===== src/rtl/eth_fifo_arb_pkg.sv =====
// Shared types and the round-robin pick function for the GIG_ETH FIFO write arbiter.
package eth_fifo_arb_pkg;

    // Largest supported requester count; the pick function works on this width.
    localparam int unsigned MAX_SRC = 8;
    localparam int unsigned PICK_W  = 3;

    typedef enum logic [0:0] {
        IDLE = 1'b0,
        XFER = 1'b1
    } arb_state_t;

    typedef struct packed {
        logic              found;
        logic [PICK_W-1:0] idx;
    } rr_pick_t;

    // First set request at or after ptr, searching upward and wrapping modulo n.
    function automatic rr_pick_t rr_pick(
        input logic [MAX_SRC-1:0] req,
        input logic [PICK_W-1:0]  ptr,
        input int unsigned        n
    );
        rr_pick_t    res;
        int unsigned cand;
        res = '0;
        for (int unsigned i = 0; i < MAX_SRC; i++) begin
            if ((i < n) && !res.found) begin
                cand = (32'(ptr) + i) % n;
                if (req[cand[PICK_W-1:0]]) begin
                    res.found = 1'b1;
                    res.idx   = cand[PICK_W-1:0];
                end
            end
        end
        return res;
    endfunction

endpackage


===== src/rtl/eth_fifo_wr_arb_rr_arbiter.sv =====
// Combinational round-robin picker; the rotating pointer lives in the parent.
module rr_arbiter
    import eth_fifo_arb_pkg::*;
#(
    parameter int NUM_SRC = 4,
    parameter int SRC_W   = $clog2(NUM_SRC)
) (
    input  logic [NUM_SRC-1:0] req,
    input  logic [SRC_W-1:0]   ptr,
    output logic               found,
    output logic [SRC_W-1:0]   idx
);

    logic [MAX_SRC-1:0] req_ext;
    logic [PICK_W-1:0]  ptr_ext;
    rr_pick_t           res;

    // Widen to the package pick width, pick, then narrow back to SRC_W.
    always_comb begin
        req_ext                 = '0;
        req_ext[NUM_SRC-1:0]    = req;
        ptr_ext                 = '0;
        ptr_ext[SRC_W-1:0]      = ptr;
        res                     = rr_pick(req_ext, ptr_ext, NUM_SRC);
        // Range guard also keeps every bit of the wide index in use.
        found                   = res.found && ({1'b0, res.idx} < 4'(NUM_SRC));
        idx                     = res.idx[SRC_W-1:0];
    end

endmodule


===== src/rtl/eth_fifo_wr_arb.sv =====
// Frame-granular round-robin arbiter for the shared write port of one sync FIFO.
// A source is granted only when a worst-case frame fits, and keeps the grant to last.
module eth_fifo_wr_arb
    import eth_fifo_arb_pkg::*;
#(
    parameter int NUM_SRC    = 4,
    parameter int DATA_WIDTH = 8,
    parameter int FIFO_DEPTH = 2048,
    parameter int MAX_FRAME  = 1536,
    parameter int WCNT_WIDTH = $clog2(FIFO_DEPTH) + 1,
    parameter int SRC_W      = $clog2(NUM_SRC)
) (
    input  logic                          clk,
    input  logic                          rst_n,
    input  logic [NUM_SRC-1:0]            s_valid,
    input  logic [NUM_SRC*DATA_WIDTH-1:0] s_data,
    input  logic [NUM_SRC-1:0]            s_last,
    output logic [NUM_SRC-1:0]            s_ready,
    output logic                          fifo_wr_en,
    output logic [DATA_WIDTH+SRC_W:0]     fifo_din,
    input  logic                          fifo_full,
    input  logic [WCNT_WIDTH-1:0]         fifo_wr_data_count,
    input  logic                          fifo_wr_rst_busy,
    output logic                          grant_vld,
    output logic [SRC_W-1:0]              grant_id,
    output logic [15:0]                   frame_cnt
);

    localparam int CW = WCNT_WIDTH + 1;

    arb_state_t            state;
    logic [SRC_W-1:0]      rr_ptr;
    logic                  pick_found;
    logic [SRC_W-1:0]      pick_idx;
    logic [CW-1:0]         depth_ext;
    logic [CW-1:0]         cnt_ext;
    logic [CW-1:0]         room;
    logic                  space_ok;
    logic                  sel_valid;
    logic                  sel_last;
    logic [DATA_WIDTH-1:0] sel_data;
    logic                  accept;
    logic [SRC_W-1:0]      next_ptr;

    rr_arbiter #(
        .NUM_SRC (NUM_SRC),
        .SRC_W   (SRC_W)
    ) u_rr (
        .req   (s_valid),
        .ptr   (rr_ptr),
        .found (pick_found),
        .idx   (pick_idx)
    );

    // Room check one bit wider than the count so the subtraction cannot wrap.
    always_comb begin
        depth_ext = CW'(FIFO_DEPTH);
        cnt_ext   = {1'b0, fifo_wr_data_count};
        room      = depth_ext - cnt_ext;
        space_ok  = (cnt_ext <= depth_ext) && (room >= CW'(MAX_FRAME));
    end

    // Select the granted source's beat.
    always_comb begin
        sel_valid = 1'b0;
        sel_last  = 1'b0;
        sel_data  = '0;
        for (int unsigned i = 0; i < NUM_SRC; i++) begin
            if (grant_id == SRC_W'(i)) begin
                sel_valid = s_valid[i];
                sel_last  = s_last[i];
                sel_data  = s_data[i*DATA_WIDTH +: DATA_WIDTH];
            end
        end
    end

    // Ready only to the granted source, stalled by full or FIFO reset; data path is zero-latency.
    always_comb begin
        accept  = (state == XFER) && !fifo_full && !fifo_wr_rst_busy;
        s_ready = '0;
        if (accept) begin
            s_ready[grant_id] = 1'b1;
        end
        fifo_wr_en = accept && sel_valid;
        fifo_din   = {grant_id, sel_last, sel_data};
        next_ptr   = (grant_id == SRC_W'(NUM_SRC - 1)) ? '0 : grant_id + SRC_W'(1);
    end

    // Grant FSM: pick a winner in IDLE when a full frame fits, release on the last beat.
    always_ff @(posedge clk or negedge rst_n) begin
        if (!rst_n) begin
            state     <= IDLE;
            rr_ptr    <= '0;
            grant_vld <= 1'b0;
            grant_id  <= '0;
            frame_cnt <= '0;
        end else begin
            case (state)
                IDLE: begin
                    if (pick_found && !fifo_wr_rst_busy && space_ok) begin
                        state     <= XFER;
                        grant_id  <= pick_idx;
                        grant_vld <= 1'b1;
                    end
                end
                XFER: begin
                    if (fifo_wr_en && sel_last) begin
                        state     <= IDLE;
                        grant_vld <= 1'b0;
                        rr_ptr    <= next_ptr;
                        frame_cnt <= frame_cnt + 16'd1;
                    end
                end
                default: begin
                    state     <= IDLE;
                    grant_vld <= 1'b0;
                end
            endcase
        end
    end

endmodule


===== config.mk =====
export PLATFORM = sky130hd
export DESIGN_NAME = eth_fifo_wr_arb
export DESIGN_NICKNAME = d
export VERILOG_FILES = /design/src/rtl/eth_fifo_arb_pkg.sv /design/src/rtl/eth_fifo_wr_arb_rr_arbiter.sv /design/src/rtl/eth_fifo_wr_arb.sv
export SDC_FILE = /design/constraint.sdc
export NUM_CORES = 1
export LEC_CHECK = 0
export CAP_MARGIN = 15
export CORE_MARGIN = 2
export CORE_UTILIZATION = 35
export CTS_CLUSTER_SIZE = 30
export DETAILED_ROUTE_END_ITERATION = 12
export PLACE_DENSITY = 0.8
export SLEW_MARGIN = 20
export SYNTH_ARGS = -nofsm -noshare
export SYNTH_HDL_FRONTEND = slang
export SYNTH_SLANG_ARGS = --single-unit

===== constraint.sdc =====
create_clock -name clk -period 2.11 [get_ports clk]
set_clock_uncertainty 0.05 [all_clocks]
set_input_delay 0.211 -clock clk [delete_from_list [all_inputs] [get_ports clk]]
set_output_delay 0.211 -clock clk [all_outputs]
set_load 0.02 [all_outputs]

* Word level (Yosys, flattened, before mapping) *
Cells that the tools add are included.

storage, ports and cells
  logic and storage cells = 78
  register bits = 22

operators by class
  eq/ne operators = 5
  $add $sub $neg = 6
  muxes and demuxes = 37
  reduce and logical (&&, ||, !) cells = 15
  order comparisons = 9
  bitwise gates (word level) = 1

operators with widths
  kind                                                                      number
  4-bit 2-to-1 mux                                                          8
  8-bit 2-to-1 mux                                                          4
  1-bit 2-to-1 mux                                                          17
  16-bit by 1-bit adder with 16-bit output (second input constant)          1
  2-bit by 4-bit < comparator with 1-bit output (second input constant)     4
  13-bit by 11-bit >= comparator with 1-bit output (second input constant)  1
  12-bit by 12-bit subtractor with 13-bit output (first input constant)     1
  12-bit <= comparator (second input constant)                              1
  1-bit logical AND                                                         9
  1-bit binary-select mux with 2-bit select                                 4
  2-bit AND reduction                                                       3
  2-bit by 1-bit adder with 2-bit output (second input constant)            2
  2-bit adder (second input constant)                                       2
  2-bit equality test (second input constant)                               2
  1-bit case mux with 2 select lines                                        2
  2-bit by 3-bit < comparator with 1-bit output (second input constant)     1
  3-bit < comparator (second input constant)                                1
  1-bit demux with 2-bit select                                             1
  2-bit by 1-bit equality test with 1-bit output (second input constant)    1
  2-bit by 1-bit >= comparator with 1-bit output (second input constant)    1
  1-bit zero test                                                           2
  2-bit zero test                                                           1
  2-bit 2-to-1 mux                                                          1
  2-bit by 1-bit inequality test with 1-bit output (second input constant)  1
  other kinds (2)                                                           2

* Logic depth before layout (Yosys ltp) *
  word-level depth = 15
  mapped depth = 8
  gate-level depth less buffers = 6

* Modules after synthesis *
A second synthesis with hierarchy kept.

second synthesis, totals
  cells, all modules = 173
  area, all modules = 1,662.8 um2

modules (own cells, without submodules)
  module           instances  area an instance (um2)  cells each
  eth_fifo_wr_arb  1          1,585.3                 160
  rr_arbiter       1          77.6                    13

* Worst setup path before layout *
No wires, ideal clock.

  path kind = flip-flop to flip-flop
  from = reg grant_id[0]
  to = reg frame_cnt[1]
  arrival time = 2.115 ns
  path slack = -0.180 ns
  library setup time = 0.125 ns
  required time = 1.935 ns
  cell stages (with the launch flop) = 8
  cell sequence = dfrtp_1 > inv_1 > ha_1 > buf_4 > nor3b_1 > a211o_4 > nor3_1 > mux2_2

on the way
  longest elaborated chain between the ends = 8

ends and longest elaborated chain
  what                             RTL line                source
  from (decl)                      eth_fifo_wr_arb.sv:25   output logic [SRC_W-1:0] grant_id,
  from (signal assigned)           eth_fifo_wr_arb.sv:102  grant_id <= pick_idx;
  2-bit zero test                  eth_fifo_wr_arb.sv:69   if (grant_id == SRC_W'(i)) begin
  1-bit 2-to-1 mux (4 in a row)    eth_fifo_wr_arb.sv:69
  1-bit logical AND                eth_fifo_wr_arb.sv:84   fifo_wr_en = accept && sel_valid;
  1-bit logical AND *              eth_fifo_wr_arb.sv:107  if (fifo_wr_en && sel_last) begin
  2-bit AND reduction (no line) *  -
  to (signal assigned)             eth_fifo_wr_arb.sv:111  frame_cnt <= frame_cnt + 16'd1;
  to (decl)                        eth_fifo_wr_arb.sv:26   output logic [15:0] frame_cnt

Every way passes the cells marked *; elsewhere a longest branch is shown, timed or not.
A chain may end at the register's enable or synchronous reset.

* Final worst setup path *
  from = reg grant_id[0]
  to = reg rr_ptr[0]

on the way
  longest elaborated chain between the ends = 8

ends and longest elaborated chain
  what                           RTL line                source
  2-bit zero test                eth_fifo_wr_arb.sv:69
  1-bit 2-to-1 mux (4 in a row)  eth_fifo_wr_arb.sv:69
  1-bit logical AND              eth_fifo_wr_arb.sv:84
  1-bit logical AND              eth_fifo_wr_arb.sv:107
  2-bit AND reduction (no line)  -
  to (signal assigned)           eth_fifo_wr_arb.sv:110  rr_ptr <= next_ptr;
  to (decl)                      eth_fifo_wr_arb.sv:32   logic [SRC_W-1:0] rr_ptr;

Several ways; a longest one is shown, not always the timed one.

==> impl_summary.md <==
Floorplanning
The die covers 5175 sq um. The die is 71.94 um tall. Once the floorplan was initialized, standard cells occupied a little over a third of the core. The number of standard-cell rows in the floorplan is 24. The count of pins on the block boundary is around 90.

The total area inside the core boundary comes to ~4400 sq um. The die is between 70 and 80 um wide.

Critical path
The endpoint arrival time on the critical path is about 2200 ps. In this design, the critical path's most frequently occurring cell is sky130_fd_sc_hd__buf_6. The critical path buffer and inverter count is 2. Grouping stages by cell kind, the critical path spends the most delay in flip-flops. The kind of end point of the critical path is a register. On the critical path, the stage with the largest delay is an instance of sky130_fd_sc_hd__dfrtp_2. Along the worst path, the maximum fanout reaches 8. In this design, the stage delay of the slowest critical-path cell is about 460 ps. At the worst endpoint, the required time is around 2200 ps. The path type of the worst setup path is reg -> reg.

The signal on the critical path passes through buf_6 -> ha_4 -> nand3b_1 -> a211o_4 -> buf_6 -> nor3_4 -> mux2_4. The critical path startpoint category is a register.

Final layout
The final core utilization is between 60% and 70%. Summing all multi-input logic gate instances after layout gives around 1200 sq um. The final cell count without fillers is 336.

The filler cell count is approximately 360. The library cells used most frequently in the layout, excluding fill and tap cells, are sky130_fd_sc_hd__clkdlybuf4s50_1, sky130_fd_sc_hd__buf_4, sky130_fd_sc_hd__dfrtp_1. The library cell used most frequently in the layout, excluding fill and tap cells, is sky130_fd_sc_hd__clkdlybuf4s50_1.

Relative to the synthesized area, the layout overhead comes to 86.44%. The post-route netlist has 30.28% of its cells at a drive strength greater than 1. The number of antenna diodes in the final layout is 0. The total number of nets in the final design is 346.

The area occupied by registers is 553.0 sq um.

Yosys
The synthesized net count is about 230. For this run, asynchronously set or reset flops after synthesis account for between 90% and 100%. The number of instances in the synthesized netlist is approximately 170. The register bit count reported by yosys is 22. The post-synthesis area per instance is between 9 and 10 sq um. The number of enable-type register cells in the synthesized netlist is 0. The count of synthesis-stage warnings from yosys is 0. The mapped netlist covers 1615 sq um.

The sequential area share after synthesis is 34.08%. Among all flip-flop cells after synthesis, the most frequent one is sky130_fd_sc_hd__dfrtp_1. The number of distinct library cells after synthesis is between 40 and 50.

CTS
The CTS tree is yes. Buffers inserted during clock tree synthesis total 3. The latest clock arrival within the worst-skew pair is approximately 260 ps. For this design, the CTS-stage hold fixing added 0 buffers. Clock-pin slew was measured on the worst setup and hold paths at roughly 80 ps. The number of buffers between clock root and the deepest sink is 2. The clock sink count is 22. The tree is rooted in a sky130_fd_sc_hd__clkbuf_8. The H-tree depth is 1.

Power
The total chip power is about 3500 uW. The leakage power of the design is about 0.0013 uW. The part of the power in registers is roughly 18%.

The cell-internal power is about 1900 uW. Dividing total power by cell area gives a power density of about 1200 nW/um^2. The part of the total power dissipated in the clock network is under 10%. Of the total power, combinational logic draws between 70% and 80%. The switching power as a share of total power is 44.64%. IR analysis of the VDD net gives a maximum drop of about 0.7 mV.

In this run the power spent charging and discharging nets is about 1600 uW.

Run status
The run finished, with violations left. The final reports fail on negative setup slack.

Timing
Setup violations remaining at the end of the flow were counted as 3. The final number of hold-violating endpoints was 0. The relative slew slack is 70.49%. The final critical-path share of the clock period is 101.5%. For this run, the top clock speed supported by timing is roughly 0.47 GHz. The final total negative setup slack is -94.81 ps. Setup repair after global routing could not meet its margin everywhere.

After layout, the minimum clock period comes to ~2100 ps. For the pin with the worst max-slew slack, the measured transition is 442.6 ps. In the post-route analysis, the smallest setup slack over all paths is -32.56 ps. The final count of pins violating max slew is 0.

Global route
The total routing resource utilization after global routing is about a fifth. The initial antenna violation count is 0. For this run the aggregate overflow at the end of global routing stands at 0.

The maximum number of pins on one net before global-route repair is 23. The first global-routing pass estimated between 8 and 9 mm of wire. The via count of the first global-routing pass came to about 1.8k.

Placed design
The worst setup timing slack at the placement stage is -151.2 ps. The wire-length estimate of the detail-placed layout is 4.012 mm. The number of placed cells counting well taps is 328.

The count of buffers added on input and output ports is 90. The global placer's final weighted congestion is around 0.86.

Route
The detailed-route wire length per cell is between 15 and 20 um. In this run the remaining antenna-violating nets after routing total 0. For this run, design rule violations remaining after detail routing come to 0. The routed design has between 5 and 6 mm of wire. The number of vias after detailed routing is 1,821. The number of optimization iterations in the first detailed-route pass is 4. The per-cell via count in the routed design is ~5.4. The detailed router finished its first iteration with 44 violations.

Job
The number of maximum-capacitance violations is 0.

Min path
The class of the tightest hold or removal check is in -> async.
registers in the layout (all words and copies together), names as in the netlist:
name / cells
grant_vld: 1
rr_ptr: 2
state: 1
frame_cnt: 16
grant_id: 2
power groups by stage:
stage                     registers [uW]  clock network, uW  logic (uW)
after floorplan                      645                  0        1250
after global placement               590                  0        2190
after detailed placement             594                  0        2240
after CTS                            590                308        2350
after global routing                 623                324        2750
final                                610                303        2580
final cells by class:
| type | instances | share of cell area, % |
|---|---|---|
| inverters | 5 | 0.7894 |
| repair buffers | 120 | 36.89 |
| clock buffers | 4 | 1.828 |
| well taps | 52 | 2.160 |
| multi-input cells | 133 | 39.97 |
| flip-flops and latches | 22 | 18.36 |
cell usage after synthesis, drive strengths merged, types with 3 or more instances:
library cell / n / share of area (%)
nand2: 13 / 3.0
nor2: 4 / 0.93
nand2b: 3 / 1.2
nand4: 4 / 1.5
and2: 5 / 1.9
inv: 5 / 1.2
and3: 4 / 1.5
buf: 8 / 3.6
ha: 5 / 3.9
nor4: 14 / 5.8
a21o: 3 / 1.4
nand3: 7 / 2.2
mux2: 3 / 2.1
xor2: 14 / 7.6
clkbuf: 5 / 1.2
a21oi: 5 / 1.5
nor2b: 10 / 3.9
dfrtp: 22 / 34
o31ai: 7 / 3.3
a221oi: 7 / 3.8
worst paths after layout:
| kind | start | endpoint | slack (ps) | cells after the start |
|---|---|---|---|---|
| max | grant_id[0] | rr_ptr[0] | -30 | 7 |
| min | rst_n | frame_cnt[8] | 240 | 2 |
| max reg2reg | grant_id[0] | rr_ptr[0] | -30 | 7 |
| min reg2reg | frame_cnt[15] | frame_cnt[15] | 430 | 1 |
| max in group asynchronous | rst_n | grant_id[1] | 1530 | 2 |
| min in group clk | frame_cnt[15] | frame_cnt[15] | 430 | 1 |
stage by stage:
step	hold slack, ps	cell area [sq um]
floorplan	-134.6	1659
CTS	248.8	2877
global route	265.9	3012
global placement	411.3	2741
detailed placement	420.3	2741
finish	239.2	3012
cells by family after synthesis:
| group | share of synthesized area, % |
|---|---|
| AND/OR/NAND/NOR | 29.20 |
| AO/OA/AOI/OAI | 15.49 |
| XOR/XNOR | 8.133 |
| flip-flops | 34.08 |
| multiplexers | 3.331 |
| adder cells (fa/ha/maj) | 3.873 |
| buffers and inverters | 5.887 |
per-layer routing:
metal	track usage (%)	vias to the layer above	wire [um]
li1	-	870	-
met1	22.53	856	2210
met2	37.24	81	2716
met3	3.611	14	381
met4	5.870	0	93
met5	0	-	0
repair_timing:
action / 4_1_cts / 5_1_grt
setup buffers: 3 / 1
endpoints found under the setup margin: 25 / 31
gates resized for setup: 60 / 33
pin swaps: 4 / 5
hold endpoints to repair: 0 / 0
No activity file was read; power rests on OpenSTA's default activity.
